[src/rtl/countdown_ctrl.sv]
// countdown_ctrl: button edge detection, IDLE/EDIT/RUN/PAUSE/DONE sequencing and
// BCD HH:MM:SS countdown with a selectable prescaler.
module countdown_ctrl #(
    parameter int TICK_DIV  = 50000000,
    parameter int QUICK_DIV = 2
) (
    input  logic       clk,
    input  logic       reset,
    input  logic       up,
    input  logic       down,
    input  logic       left,
    input  logic       right,
    input  logic       start,
    input  logic       modify,
    input  logic       quick,
    output logic [3:0] hr_10,
    output logic [3:0] hr_1,
    output logic [3:0] min_10,
    output logic [3:0] min_1,
    output logic [3:0] sec_10,
    output logic [3:0] sec_1,
    output logic [2:0] cursor,
    output logic       editing,
    output logic       running,
    output logic       alarm
);
    typedef enum logic [2:0] {IDLE, EDIT, RUN, PAUSE, DONE} state_t;
    localparam logic [31:0] TICK_LAST  = 32'(TICK_DIV - 1);
    localparam logic [31:0] QUICK_LAST = 32'(QUICK_DIV - 1);
    state_t          state, state_n;
    logic [5:0]      s1, s2, prev, pulse;
    logic [5:0][3:0] dig, dig_n, dec;
    logic [2:0]      cursor_n;
    logic [31:0]     presc, presc_n;
    logic            p_mod, p_start, p_left, p_right, p_up, p_down;
    logic            nonzero, tick, borrow;

    function automatic logic [3:0] top(input logic [2:0] i);
        top = (i == 3'd1 || i == 3'd3) ? 4'd5 : 4'd9;
    endfunction

    // pulse bits are {modify, start, left, right, up, down}; higher groups mask lower ones
    assign pulse   = s2 & ~prev;
    assign p_mod   = pulse[5];
    assign p_start = pulse[4] & ~pulse[5];
    assign p_left  = pulse[3] & ~pulse[2] & ~|pulse[5:4];
    assign p_right = pulse[2] & ~pulse[3] & ~|pulse[5:4];
    assign p_up    = pulse[1] & ~pulse[0] & ~|pulse[5:2];
    assign p_down  = pulse[0] & ~pulse[1] & ~|pulse[5:2];
    assign nonzero = |dig;
    assign tick    = presc >= (quick ? QUICK_LAST : TICK_LAST);
    assign {hr_10, hr_1, min_10, min_1, sec_10, sec_1} = dig;

    always_comb begin
        dec = dig;
        borrow = 1'b1;
        for (int i = 0; i < 6; i++) begin
            if (borrow) begin
                dec[i] = dig[i] == 4'd0 ? top(3'(i)) : dig[i] - 4'd1;
                borrow = dig[i] == 4'd0;
            end
        end
    end

    always_comb begin
        state_n  = state;
        dig_n    = dig;
        cursor_n = cursor;
        presc_n  = presc;
        case (state)
            IDLE: begin
                if (p_mod) begin
                    state_n  = EDIT;
                    cursor_n = 3'd0;
                end else if (p_start && nonzero) begin
                    state_n = RUN;
                    presc_n = '0;
                end
            end
            EDIT: begin
                if (p_mod)
                    state_n = IDLE;
                else if (p_start) begin
                    state_n = nonzero ? RUN : IDLE;
                    presc_n = '0;
                end else if (p_left)
                    cursor_n = cursor == 3'd5 ? 3'd0 : cursor + 3'd1;
                else if (p_right)
                    cursor_n = cursor == 3'd0 ? 3'd5 : cursor - 3'd1;
                else if (p_up)
                    dig_n[cursor] = dig[cursor] == top(cursor) ? 4'd0 : dig[cursor] + 4'd1;
                else if (p_down)
                    dig_n[cursor] = dig[cursor] == 4'd0 ? top(cursor) : dig[cursor] - 4'd1;
            end
            RUN: begin
                if (p_mod) begin
                    state_n  = EDIT;
                    cursor_n = 3'd0;
                    presc_n  = '0;
                end else if (p_start)
                    state_n = PAUSE;
                else if (tick) begin
                    presc_n = '0;
                    dig_n   = dec;
                    if (dec == '0) state_n = DONE;
                end else
                    presc_n = presc + 32'd1;
            end
            PAUSE, DONE: begin
                if (p_mod) begin
                    state_n  = EDIT;
                    cursor_n = 3'd0;
                end else if (p_start)
                    state_n = state == PAUSE ? RUN : IDLE;
            end
            default: state_n = IDLE;
        endcase
    end

    always_ff @(posedge clk or negedge reset) begin
        if (!reset) begin
            state   <= IDLE;
            dig     <= '0;
            cursor  <= '0;
            presc   <= '0;
            s1      <= '0;
            s2      <= '0;
            prev    <= '0;
            editing <= 1'b0;
            running <= 1'b0;
            alarm   <= 1'b0;
        end else begin
            s1      <= {modify, start, left, right, up, down};
            s2      <= s1;
            prev    <= s2;
            state   <= state_n;
            dig     <= dig_n;
            cursor  <= cursor_n;
            presc   <= presc_n;
            editing <= state_n == EDIT;
            running <= state_n == RUN;
            alarm   <= state_n == DONE;
        end
    end
endmodule

[config.mk]
export PLATFORM = sky130hd
export DESIGN_NAME = countdown_ctrl
export DESIGN_NICKNAME = d
export VERILOG_FILES = /design/src/rtl/countdown_ctrl.sv
export SDC_FILE = /design/constraint.sdc
export NUM_CORES = 1
export LEC_CHECK = 0
export ABC_AREA = 1
export BUFFER_PORTS_ARGS = -buffer_cell sky130_fd_sc_hd__buf_2
export CORE_ASPECT_RATIO = 0.6
export CORE_MARGIN = 3
export CORE_UTILIZATION = 45
export CTS_BUF_LIST = sky130_fd_sc_hd__clkbuf_4 sky130_fd_sc_hd__clkbuf_8
export DETAILED_ROUTE_END_ITERATION = 6
export HOLD_SLACK_MARGIN = 0.05
export MAX_ROUTING_LAYER = met4
export SYNTH_ARGS = -nofsm -noshare
export SYNTH_HDL_FRONTEND = slang
export SYNTH_SLANG_ARGS = --single-unit
[constraint.sdc]
create_clock -name clk -period 4.6 [get_ports clk]
set_input_delay 0.69 -clock clk [delete_from_list [all_inputs] [get_ports clk]]
set_output_delay 0.69 -clock clk [all_outputs]
set_load 0.005 [all_outputs]
==> flow_summary_export.csv <==
group,metric,value,unit
run_status,outcome,"finished, final reports clean",
power_and_ir_drop,comb_power_share,51.4,%
sta,finalHoldViolCount,0,
floorplanning,die_y,92.8,um
final_layout,drive_above_1_share,12.6,%
sta,finalSetupViolations,0,
cts,clockBufferDepth,2,
power_and_ir_drop,seq_power_share,29.3,%
logic_synthesis,syn_nets,827,
logic_synthesis,avgSynthCellArea,7.10,um^2
final_layout,nets,870,
placement,dpl.hpwl,11900,um
power_and_ir_drop,switching_share,50.6,%
grt,grt_pass1_wl,26000,um
power_and_ir_drop,power.switching,1640,uW
setup_path,reg2reg_setup_slack,1.56,ns
sta,finalCritPeriodShare,66.1,%
logic_synthesis,yosys_most_used_dff,"dfrtp_1",
floorplanning,rows,30,
detailed_routing,finalWirelength,15500,um
sta,timing.slew.headroom,57.9,%
floorplanning,die_x,151,um
cts,cts.clk_slew.worst_paths,0.10,ns
grt,grt_pass1_vias,4963,
logic_synthesis,yosysWarnings,0,
setup_path,critPathArrivalTime,3.36,ns
sta,slew_violations,0,
cts,clkSinkCount,83,
detailed_routing,ant_nets,0,
job,maxCapViolations,0,
cts,cts_tree,"yes",
final_layout,syn_to_final_growth,10.0,%
power_and_ir_drop,clkPwrFrac,19.3,%
floorplanning,coreArea,11700,um^2
setup_path,cp_slowest_cell,"dfrtp_1",
cts,cts_buffers,9,
logic_synthesis,synth.distinct_cells,50,
cts,root_buffer,"clkbuf_8",
logic_synthesis,synth_area,5640,um^2
placement,dpl_cell_area,5980,um^2
logic_synthesis,postSynth.asyncResetShare,100,%
floorplanning,io_pins,39,
sta,worst-slew-pin-transition,0.626,ns
setup_path,ff2ff_path_depth,12,
setup_path,critPathCaptureType,"register",
cts,cts-htree-levels,3,
logic_synthesis,synth_commonest_cells,"nand2_1, nor2_1, inv_1, dfrtp_1, nand3_1",
cts,cts.repair.resized,0,
power_and_ir_drop,power.leakage,0.00320,uW
grt,grt_start_max_net_pins,46,
power_and_ir_drop,power_density,523,nW/um^2
logic_synthesis,synth_edf_count,0,
detailed_routing,drt_iter0_drc,621,
cts,postCtsHoldBufs,0,
power_and_ir_drop,internal_power,1600,uW
sta,setup_tns,0,ns
final_layout,fin_area,6210,um^2
logic_synthesis,yosys.area.top_type,"dfrtp_1",
setup_path,critPathMaxFanout,20,
logic_synthesis,ys_seq_area_share,36.8,%
detailed_routing,vias,5332,
logic_synthesis,synth_cells,795,
sta,period_minus_slack,3.04,ns
cts,clk_latency,0.37,ns
floorplanning,die_area,14000,um^2
grt,antenna_found_initial,0,
logic_synthesis,yosysMostFrequentCell,"nand2_1",
setup_path,path_delay_family,"simple AND/OR/NAND/NOR gates",
detailed_routing,drcViolationCount,0,
detailed_routing,dr.pass1.iters,6,
setup_path,crit_buf_inv,2,
hold_path,hold_class,"primary input to asynchronous set/reset pin",
sta,rsz0062_at_grt,"false",
final_layout,n_antenna_cell,0,
setup_path,crit_type,"register to register",
logic_synthesis,yosys.area.top_type_share,36.8,%
floorplanning,start_util,48.0,%
sta,hold_ws,0.282,ns
setup_path,crit_chain,"nor2_4, nand2_4, nor2_8, nand4_4, o21ai_2, nand2_1, nand2_2, inv_2, nand2_2, inv_2, a31oi_4, o21a_1",
placement,gp_congestion,0.995,
grt,gr-total-overflow,0,
placement,io_buffers,38,
setup_path,crit_path_start_kind,"register",
logic_synthesis,synth_area_leaders,"dfrtp_1, nand2_1, nor2_1",
sta,fmax,329,MHz
setup_path,reg2reg_from,"sec_1[1]$_DFFE_PN0P_",
setup_path,r2r_end,"presc[17]$_DFFE_PN0P_",
cts,post_cts_buffers,0,
power_and_ir_drop,fin_total_pwr,3250,uW
logic_synthesis,synth-seq-cells,83,
setup_path,cp_slowest_stage_delay,0.48,ns
setup_path,required,4.92,ns
detailed_routing,wl_per_cell,15.5,um
sta,fin_skew,0.0100,ns
grt,grt.total_usage,24.2,%
detailed_routing,routed_via_density,5.32,
power_and_ir_drop,peakVddDrop,335,uV
## power by group through the flow
stage          Combinational, uW  Clock (uW)  Sequential, uW
4_1_cts                     1640         642             948
2_1_floorplan               1220           0             938
3_5_place_dp                1630           0             962
6_report                    1670         627             951
5_1_grt                     1870         675             970
3_3_place_gp                1620           0             959
## flip-flops by register name (all words and copies together), names as in the netlist, 4 cells and up
| name | count |
|---|---|
| s1 | 6 |
| sec_1 | 4 |
| min_1 | 4 |
| hr_10 | 4 |
| hr_1 | 4 |
| s2 | 6 |
| prev | 6 |
| min_10 | 4 |
| sec_10 | 4 |
| presc | 32 |
## cells in the final DEF, fill, tap and decap left out, types with 4 or more instances in the layout
cell type / Yosys / layout
nand2_1: 236 / 236
nor2_1: 99 / 99
inv_1: 97 / 97
dfrtp_1: 83 / 83
nand3_1: 42 / 42
o21ai_0: 39 / 39
buf_2: 0 / 37
a21oi_1: 28 / 28
ha_1: 23 / 23
nor3_1: 19 / 19
nand4_1: 14 / 14
xor2_1: 12 / 12
nand2_2: 11 / 11
o21ai_1: 11 / 11
clkbuf_8: 0 / 9
nor2_2: 7 / 7
inv_2: 7 / 7
nor2_4: 5 / 5
xnor2_1: 5 / 5
o22ai_1: 4 / 4
## worst max-delay path by stage
stage	from	end	slack, ns	cells after the start
global placement	quick	min_10[2]$_DFFE_PN0P_	1.55	18
floorplan	quick	min_10[0]$_DFFE_PN0P_	2.28	14
detailed placement	quick	min_10[0]$_DFFE_PN0P_	1.47	15
finish	sec_1[1]$_DFFE_PN0P_	presc[17]$_DFFE_PN0P_	1.56	12
CTS	sec_1[1]$_DFFE_PN0P_	presc[15]$_DFFE_PN0P_	1.59	11
global route	sec_10[1]$_DFFE_PN0P_	presc[15]$_DFFE_PN0P_	1.30	11
## kinds of logic after synthesis
family,share of synthesized area (%)
and+or+nand+nor,36.0
buffers and inverters,8.18
AOI/OAI and AO/OA,11.2
DFF,36.8
adders and majority gates,5.10
xor gates and xnor gates,2.64
## layout make-up
cell class	count	area [um^2]
inverters	104	390
clock inverters	7	105
fillers	1178	5540
multi-input cells	600	3110
well taps	160	200
flip-flops and latches	83	2080
clock buffers	9	124
repair buffers	40	208
## stage by stage
step,cells,setup slack [ns],util (%)
after floorplan,795,2.28,-
after global placement,987,1.55,50.9
after detailed placement,987,1.47,50.9
after CTS,1003,1.59,52.9
after global routing,1003,1.30,52.9
final,1003,1.56,52.9
## metal layers
metal  up-vias  GRT usage, %  wire length (um)
met5         -             -                 0
met4         0          4.98               131
met3        16          5.77              1570
met2       200          30.0              5740
met1      2464          38.8              8100
li1       2652             -                 -
(Power assumes the default switching activity.)
